## config.mk

```make
export PLATFORM = sky130hd
export DESIGN_NAME = serial_adder_ctrl
export DESIGN_NICKNAME = d
export VERILOG_FILES = /design/src/rtl/serial_adder_pkg.sv /design/src/rtl/universal_full_adder_nand_overflow.sv /design/src/rtl/serial_adder_ctrl.sv
export SDC_FILE = /design/constraint.sdc
export NUM_CORES = 1
export LEC_CHECK = 0
export CAP_MARGIN = 20
export CORE_MARGIN = 1.5
export CORE_UTILIZATION = 50
export CTS_CLUSTER_DIAMETER = 200
export CTS_CLUSTER_SIZE = 20
export DETAILED_ROUTE_END_ITERATION = 8
export PLACE_DENSITY_LB_ADDON = 0.15
export SYNTH_ARGS = -nofsm -noshare
export SYNTH_HDL_FRONTEND = slang
export SYNTH_SLANG_ARGS = --single-unit
```

## constraint.sdc

```tcl
create_clock -name clk -period 1.8 [get_ports clk]
set_clock_uncertainty 0.1 [all_clocks]
set_input_delay 0.18 -clock clk [delete_from_list [all_inputs] [get_ports clk]]
set_output_delay 0.18 -clock clk [all_outputs]
set_load 0.05 [all_outputs]
```

## src/rtl/serial_adder_pkg.sv

```systemverilog
// rtl/serial_adder_pkg.sv - shared types and constants for the bit-serial add/subtract sequencer
package serial_adder_pkg;

  typedef enum logic [1:0] {
    IDLE = 2'd0,
    RUN  = 2'd1,
    DONE = 2'd2
  } state_t;

  localparam int DEFAULT_WIDTH = 8;
  localparam int CNT_W         = $clog2(DEFAULT_WIDTH);

  // Bit-counter width for an arbitrary operand width.
  function automatic int cnt_width(input int w);
    return $clog2(w);
  endfunction

endpackage

```

## src/rtl/universal_full_adder_nand_overflow.sv

```systemverilog
// rtl/universal_full_adder_nand_overflow.sv - 1-bit full adder built purely from 2-input NANDs
module universal_full_adder_nand_overflow (
  input  logic i_a,
  input  logic i_b,
  input  logic i_cin,
  output logic o_s,
  output logic o_cout,
  output logic o_ovf
);

  logic w_n1, w_n2, w_n3, w_x1;
  logic w_n4, w_n5, w_n6;
  logic w_m1, w_m2, w_m3;

  // Sum = (a ^ b) ^ cin; the shared NAND terms also produce the carry.
  assign w_n1   = ~(i_a & i_b);
  assign w_n2   = ~(i_a & w_n1);
  assign w_n3   = ~(i_b & w_n1);
  assign w_x1   = ~(w_n2 & w_n3);
  assign w_n4   = ~(w_x1 & i_cin);
  assign w_n5   = ~(w_x1 & w_n4);
  assign w_n6   = ~(i_cin & w_n4);
  assign o_s    = ~(w_n5 & w_n6);
  assign o_cout = ~(w_n1 & w_n4);

  // Signed overflow when this cell sits at the MSB: carry-in XOR carry-out.
  assign w_m1   = ~(i_cin & o_cout);
  assign w_m2   = ~(i_cin & w_m1);
  assign w_m3   = ~(o_cout & w_m1);
  assign o_ovf  = ~(w_m2 & w_m3);

endmodule

```

## src/rtl/serial_adder_ctrl.sv

```systemverilog
// rtl/serial_adder_ctrl.sv - LSB-first bit-serial add/subtract sequencer around one NAND full-adder cell
module serial_adder_ctrl
  import serial_adder_pkg::*;
#(
  parameter int WIDTH = DEFAULT_WIDTH
) (
  input  logic             clk,
  input  logic             rst_n,
  input  logic             start,
  input  logic             sub,
  input  logic [WIDTH-1:0] a,
  input  logic [WIDTH-1:0] b,
  output logic             busy,
  output logic             done,
  output logic [WIDTH-1:0] sum,
  output logic             cout,
  output logic             overflow
);

  localparam int                  CNT_BITS = cnt_width(WIDTH);
  localparam logic [CNT_BITS-1:0] LAST_CNT = CNT_BITS'(WIDTH - 1);

  state_t              r_state;
  logic [WIDTH-1:0]    r_a;
  logic [WIDTH-1:0]    r_b;
  logic [WIDTH-1:0]    r_res;
  logic [CNT_BITS-1:0] r_cnt;
  logic                r_carry;
  logic                r_busy;
  logic                r_done;
  logic [WIDTH-1:0]    r_sum;
  logic                r_cout;
  logic                r_ovf;

  logic w_cell_s;
  logic w_cell_cout;
  logic w_cell_ovf;

  universal_full_adder_nand_overflow u_cell (
    .i_a    (r_a[0]),
    .i_b    (r_b[0]),
    .i_cin  (r_carry),
    .o_s    (w_cell_s),
    .o_cout (w_cell_cout),
    .o_ovf  (w_cell_ovf)
  );

  always_ff @(posedge clk or negedge rst_n) begin
    if (!rst_n) begin
      r_state <= IDLE;
      r_a     <= '0;
      r_b     <= '0;
      r_res   <= '0;
      r_cnt   <= '0;
      r_carry <= 1'b0;
      r_busy  <= 1'b0;
      r_done  <= 1'b0;
      r_sum   <= '0;
      r_cout  <= 1'b0;
      r_ovf   <= 1'b0;
    end else begin
      case (r_state)
        IDLE, DONE: begin
          r_done <= 1'b0;
          if (start) begin
            // Subtraction is a + ~b + 1: invert B now and seed the carry with 1.
            r_a     <= a;
            r_b     <= sub ? ~b : b;
            r_carry <= sub;
            r_cnt   <= '0;
            r_busy  <= 1'b1;
            r_state <= RUN;
          end else begin
            r_state <= IDLE;
          end
        end
        RUN: begin
          r_a     <= r_a >> 1;
          r_b     <= r_b >> 1;
          r_res   <= {w_cell_s, r_res[WIDTH-1:1]};
          r_carry <= w_cell_cout;
          if (r_cnt == LAST_CNT) begin
            // Visible results only change here, so they hold through a back-to-back op.
            r_sum   <= {w_cell_s, r_res[WIDTH-1:1]};
            r_cout  <= w_cell_cout;
            r_ovf   <= w_cell_ovf;
            r_busy  <= 1'b0;
            r_done  <= 1'b1;
            r_state <= DONE;
          end else begin
            r_cnt <= r_cnt + 1'b1;
          end
        end
        default: begin
          r_state <= IDLE;
          r_busy  <= 1'b0;
          r_done  <= 1'b0;
        end
      endcase
    end
  end

  assign busy     = r_busy;
  assign done     = r_done;
  assign sum      = r_sum;
  assign cout     = r_cout;
  assign overflow = r_ovf;

endmodule
```

==> results of run 1 <==
-- sequential cells by signal, indices dropped and copies added (netlist names) --
register  flops
r_b           8
r_res         7
r_cnt         3
r_state       2
cout          1
busy          1
sum           8
r_a           8
r_carry       1
overflow      1
-- critical path, delay by kind of cell, from the launching register on --
kind            cells  cell delay [ns]
flops               1             0.41
simple gates        2             0.58
compound gates      1             0.07
fa+ha+maj           2             0.41
-- per-layer routing --
metal / global-route usage (%) / share of wire [%] / vias to the layer above
met2: 28.0 / 50 / 38
met3: 5.80 / 5.6 / 4
li1: - / - / 540
met4: 5.47 / 0.93 / 0
met5: 0 / 0 / -
met1: 22.6 / 43 / 535
-- cell families after synthesis --
logic type,synth area share (%)
DFF,57.7
AOI/OAI and AO/OA,14.0
and+or+nand+nor,6.13
muxes,10.4
buffers and inverters,4.62
xor gates and xnor gates,4.55
adders and majority gates,2.60
-- area by class of cell --
class                           count  area (sq um)  area share [%]
Tap cell                           46          57.6            2.68
Sequential cell                    40          1000            46.6
Clock buffer                        6          41.3            1.92
Inverter                            3          11.3           0.524
Clock inverter                      1          5.00           0.233
Timing Repair Buffer               38           378            17.6
Multi-Input combinational cell     79           656            30.5
-- cells in the final DEF (no fill, tap or decap), types with 5 or more instances in the layout --
master           count
mux2_1              14
a22o_1              10
xnor2_1              8
clkbuf_4             5
clkdlybuf4s50_1     18
a221o_1              7
a21o_1               8
dlymetal6s2s_1       6
dfrtp_1             40
buf_4                7
nor2_1               9
-- path summary, 6_finish.rpt --
path | to | slack, ns | cells past startpoint
worst max-delay path | r_cnt[2]$_DFFE_PN0P_ | 0.13 | 5
min in group clk | r_a[7]$_DFFE_PN0P_ | 0.36 | 2
max in group asynchronous | r_carry$_DFFE_PN0P_ | 0.84 | 3
worst max register to register | r_cnt[2]$_DFFE_PN0P_ | 0.13 | 5
worst min register to register | overflow$_DFFE_PN0P_ | 0.38 | 2
worst min-delay path | r_res[6]$_DFFE_PN0N_ | 0.23 | 2
-- metrics by stage --
stage	total power [mW]	util, %	instance area, sq um	setup slack [ns]	hold WS, ns
2_1_floorplan	2.97	-	1730	0.159	-0.216
3_3_place_gp	3.36	62.4	2080	0.145	0.0560
3_5_place_dp	3.46	62.4	2080	0.122	0.0677
4_1_cts	3.84	64.0	2130	0.00127	0.220
5_1_grt	4.07	64.4	2150	0.0333	0.265
6_report	3.77	64.4	2150	0.127	0.225
-- power breakdown --
group	internal, mW	leakage [nW]	switching [mW]
sequential	1.33	0.493	0.252
combinational	0.794	0.560	0.995
clock	0.144	0.0281	0.261
-- repair_timing --
| action | CTS | global route |
|---|---|---|
| resized for setup | 4 | 6 |
| pin swaps | 0 | 0 |
| setup endpoints to repair | 4 | 6 |
| hold buffers | 1 | 0 |
| hold endpoints to repair | 20 | 0 |
==> impl_metrics.json, run 1 <==
{
  "critPathMaxFanout": 7,
  "power.density_mw_per_mm2": 1760,
  "synth.area.top_cells": "dfrtp_1 (58%), mux2_1 (9.1%), a22o_1 (5.1%)",
  "crit_path_top_delay_cell": "or3b_1",
  "cp-start-kind": "flop",
  "initial_core_util_pct": 52.0,
  "nets": 190,
  "clk_latency_ns": 0.34,
  "area_delta_synth_final_pct": 24.0,
  "cp_cell_sequence": "ha_1 > ha_1 > or3b_1 > nand3_1 > o21ai_1",
  "cts.path.max_buffers": 2,
  "track_usage_pct": 17.5,
  "crit_type": "reg -> reg",
  "period_needed_ns": 1.67,
  "cts-root-buf": "clkbuf_4",
  "overflow": 0,
  "fmax_ghz": 0.598,
  "max_slew_margin_pct": 66.4,
  "routed_wl_um": 2900,
  "synth_top_area_share_pct": 57.7,
  "rows": 21,
  "port_buffers": 31,
  "viasPerCell": 5.24,
  "synthDistinctLibCells": 24,
  "synthFlopType": "dfrtp_1",
  "drc": 0,
  "ir_drop_mv": 0.675,
  "ys_ff_latch": 40,
  "slew_viol_final": 0,
  "synth_most_common_cell": "dfrtp_1",
  "cpPeakStageDelay_ns": 0.46,
  "die_w_um": 61.9,
  "post-cts-setup-buffers": 0,
  "grt_max_degree": 23,
  "setup_viol": 0,
  "hold_path.class": "in -> async",
  "fin_crit_sh_pct": 93.0,
  "vias": 1117,
  "core_sq_mm": 0.00334,
  "rsz0062_at_grt": "no",
  "die_h_um": 61.9,
  "crit_top_cell": "ha_1",
  "worstSetupEndpointType": "flop",
  "syn_nets": 154,
  "synth_async_sr_flop_share_pct": 100,
  "tns_ns": 0,
  "mappedNetlistArea_sq_mm": 0.00173,
  "cp.required_ns": 1.91,
  "seq_area_frac_synth_pct": 57.7,
  "dieArea_sq_mm": 0.00383,
  "final_cells": 213,
  "drv_cap": 0,
  "synth_top_cell_by_area": "dfrtp_1",
  "diodes": 0,
  "clkTransAtPathRegs_ns": 0.11,
  "io_pins": 32,
  "synth_edf_count": 0,
  "hpwl_um": 2110,
  "power_leakage_nw": 1.08,
  "drive_above_1_share_pct": 11.4,
  "avgSynthCellArea_sq_um": 13.2,
  "ys.warnings.count": 0,
  "cts_max_level": 2,
  "placed_cells": 205,
  "fillers": 260,
  "netlist_instances": 131,
  "grt_pass1_vias": 998,
  "antenna_found_initial": 0,
  "cts_tree": "done",
  "synthTopCellsByCount": "dfrtp_1 (40), mux2_1 (14), a22o_1 (10)",
  "drtAntennaViolNets": 0,
  "grt_pass1_wl_um": 4690,
  "outcome": "complete, no violations",
  "wl_per_cell_um": 13.6,
  "drtPass1Iterations": 4,
  "cp.arrival_ns": 1.79,
  "numCtsBuffers": 5,
  "hold_viol": 0,
  "crit_start": "r_cnt[0]$_DFFE_PN0P_",
  "gp_congestion": 0.728,
  "drt_iter0_markers": 72,
  "cts_sinks": 40,
  "r2r_start": "r_cnt[0]$_DFFE_PN0P_",
  "tightest_slew_ns": 0.504
}
(Power assumes the default switching activity.)
==> inputs of run 2 (changes only) <==
ABC_AREA = 1   (was unset)
CAP_MARGIN = unset   (was 20)
==> impl_metrics.json, run 2 <==
{
  "outcome": "complete, no violations",
  "fin_ws_ns": 0.0749,
  "power.density_mw_per_mm2": 1690,
  "met3_length_um": 138,
  "port_buffers": 31,
  "yosys.area_share.adder_pct": 2.33,
  "synth-simple-area-share_pct": 34.3,
  "clkTransAtPathRegs_ns": 0.08,
  "fin_util_pct": 64.1,
  "gp_congestion": 0.799,
  "hold_path.class": "in -> async",
  "dp_slack_ns": 0.251,
  "ys.warnings.count": 0,
  "ys_ff_latch": 40,
  "grt_max_degree": 23,
  "netlist_instances": 235,
  "overflow": 0,
  "synth_most_common_cell": "nand2_1",
  "highest_layer": "met4",
  "timing.hold.ws_ns": 0.286,
  "mappedNetlistArea_sq_mm": 0.00193,
  "cts_tree": "done",
  "reg2regPathDepth": 6,
  "fin_crit_sh_pct": 95.8,
  "core_sq_mm": 0.00369,
  "max_slew_margin_pct": 66.3,
  "power_leakage_nw": 1.23,
  "syn_nets": 258,
  "r2r_start": "r_cnt[0]$_DFFE_PN0P_",
  "p_total_mw": 4.00,
  "avgSynthCellArea_sq_um": 8.21,
  "grt_pass1_vias": 1490,
  "rrSetupSlack_ns": 0.22,
  "synthMuxAreaShare_pct": 0,
  "die_h_um": 65.1,
  "cp_top_family": "buffers and inverters",
  "wl_met2_um": 1610,
  "cp_cell_sequence": "clkdlybuf4s50_1",
  "tightest_slew_ns": 0.505,
  "drtAntennaViolNets": 0,
  "cts_max_level": 2,
  "synthFlopType": "dfrtp_1",
  "wl_per_cell_um": 10.9,
  "grt_pass1_wl_um": 6560,
  "synth_edf_count": 0,
  "rsz0062_at_grt": "no",
  "synth_top_cell_by_area": "dfrtp_1",
  "routed_wl_um": 3500,
  "tns_ns": 0,
  "r2r_end": "r_cnt[0]$_DFFE_PN0P_",
  "nets": 294,
  "synthDistinctLibCells": 20,
  "drive_above_1_share_pct": 9.19,
  "final_cell_mix": "nand2_1 (97), nand3_1 (41), dfrtp_1 (40), clkdlybuf4s50_1 (29), inv_1 (22)",
  "fmax_ghz": 0.580,
  "cts.repair.resized": 0,
  "cts-root-buf": "clkbuf_8",
  "cts_sinks": 40,
  "synthTopCellsByCount": "nand2_1 (97), nand3_1 (41), dfrtp_1 (40)",
  "rows": 22,
  "hold_viol": 0,
  "drt_iter0_markers": 105,
  "ir_drop_mv": 0.835,
  "crit_path_top_delay_cell": "clkdlybuf4s50_1",
  "initial_core_util_pct": 52.3,
  "antenna_found_initial": 0,
  "setup_viol": 0,
  "crit_type": "reg -> out",
  "cp.required_ns": 1.52,
  "die_w_um": 65.1,
  "drv_cap": 0,
  "cp-start-kind": "flop",
  "numCtsBuffers": 5,
  "period_needed_ns": 1.73,
  "synth_top_family_by_area": "simple AND/OR/NAND/NOR gates",
  "synthXorXnorAreaFrac_pct": 0.454,
  "diodes": 0,
  "drc": 0,
  "vias": 1529,
  "worstSetupEndpointType": "output pin",
  "synth_top_area_share_pct": 51.9,
  "dieArea_sq_mm": 0.00424,
  "synth_compound_area_share_pct": 1.82,
  "synth.area.top_cells": "dfrtp_1 (52%), nand2_1 (19%), nand3_1 (11%)",
  "cpPeakStageDelay_ns": 0.80,
  "synth_async_sr_flop_share_pct": 100,
  "drtPass1Iterations": 4,
  "cp.arrival_ns": 1.45,
  "critPathMaxFanout": 2,
  "wl_met1_um": 1730,
  "path_buf_inv": 1,
  "io_pins": 32,
  "final_common_cell": "nand2_1",
  "seq_area_frac_synth_pct": 51.9,
  "track_usage_pct": 20.1,
  "viasPerCell": 4.78,
  "cts.path.max_buffers": 2,
  "clk_latency_ns": 0.29,
  "area_delta_synth_final_pct": 22.6,
  "hpwl_um": 2520,
  "slew_viol_final": 0
}
==> run 2: per-stage QoR <==
| stage | cell area, sq um | cells |
|---|---|---|
| global placement | 2260 | 311 |
| detailed placement | 2260 | 311 |
| global route | 2370 | 320 |
| finish | 2370 | 320 |
| floorplan | 1930 | 235 |
| CTS | 2370 | 320 |
==> run 2: metal layers <==
| metal | track usage, % | vias to the layer above |
|---|---|---|
| met2 | 32.2 | 34 |
| met3 | 4.62 | 2 |
| met5 | 0 | - |
| li1 | - | 809 |
| met1 | 27.3 | 684 |
| met4 | 6.51 | 0 |
==> run 2: repair_timing <==
action	4_1_cts	5_1_grt
hold endpoints to repair	20	0
setup endpoints to repair	0	0
buffers inserted	0	0
hold buffers	1	0
==> run 2: cell type report <==
cell class              count  area [sq um]
flip-flops and latches     40          1000
multi-input cells         160           751
clock inverters             1          7.51
repair buffers             38           358
clock buffers               7          86.3
well taps                  48          60.1
fillers                   339          1320
inverters                  26           103
==> run 2: cell families after synthesis <==
family,Yosys count
AO/OA/AOI/OAI,7
XOR/XNOR,1
adder cells (fa/ha/maj),3
buffers and inverters,35
flip-flops,40
AND/OR/NAND/NOR,149
==> run 2: power breakdown <==
part / leakage (nW) / internal (mW) / switching [mW]
clock network: 0.0445 / 0.311 / 0.294
logic: 0.686 / 0.663 / 1.17
registers: 0.503 / 1.30 / 0.260
total: 1.23 / 2.28 / 1.73
==> run 2: how the worst max path moves through the flow <==
stage / start / end / slack (ns) / cells after the start
3_5_place_dp: r_cnt[0]$_DFFE_PN0P_ / r_cnt[0]$_DFFE_PN0P_ / 0.25 / 6
4_1_cts: busy$_DFFE_PN0P_ / busy / 0.06 / 1
3_3_place_gp: r_cnt[0]$_DFFE_PN0P_ / r_cnt[0]$_DFFE_PN0P_ / 0.22 / 6
6_report: sum[3]$_DFFE_PN0P_ / sum[3] / 0.07 / 1
5_1_grt: sum[4]$_DFFE_PN0P_ / sum[4] / 0.03 / 1
2_1_floorplan: r_cnt[0]$_DFFE_PN0P_ / cout$_DFFE_PN0P_ / 0.39 / 7
==> inputs of run 3 (changes only) <==
ABC_AREA = unset   (was 1)
==> results of run 3 <==
Final layout, timing and power as in run 1 (identical DEF).
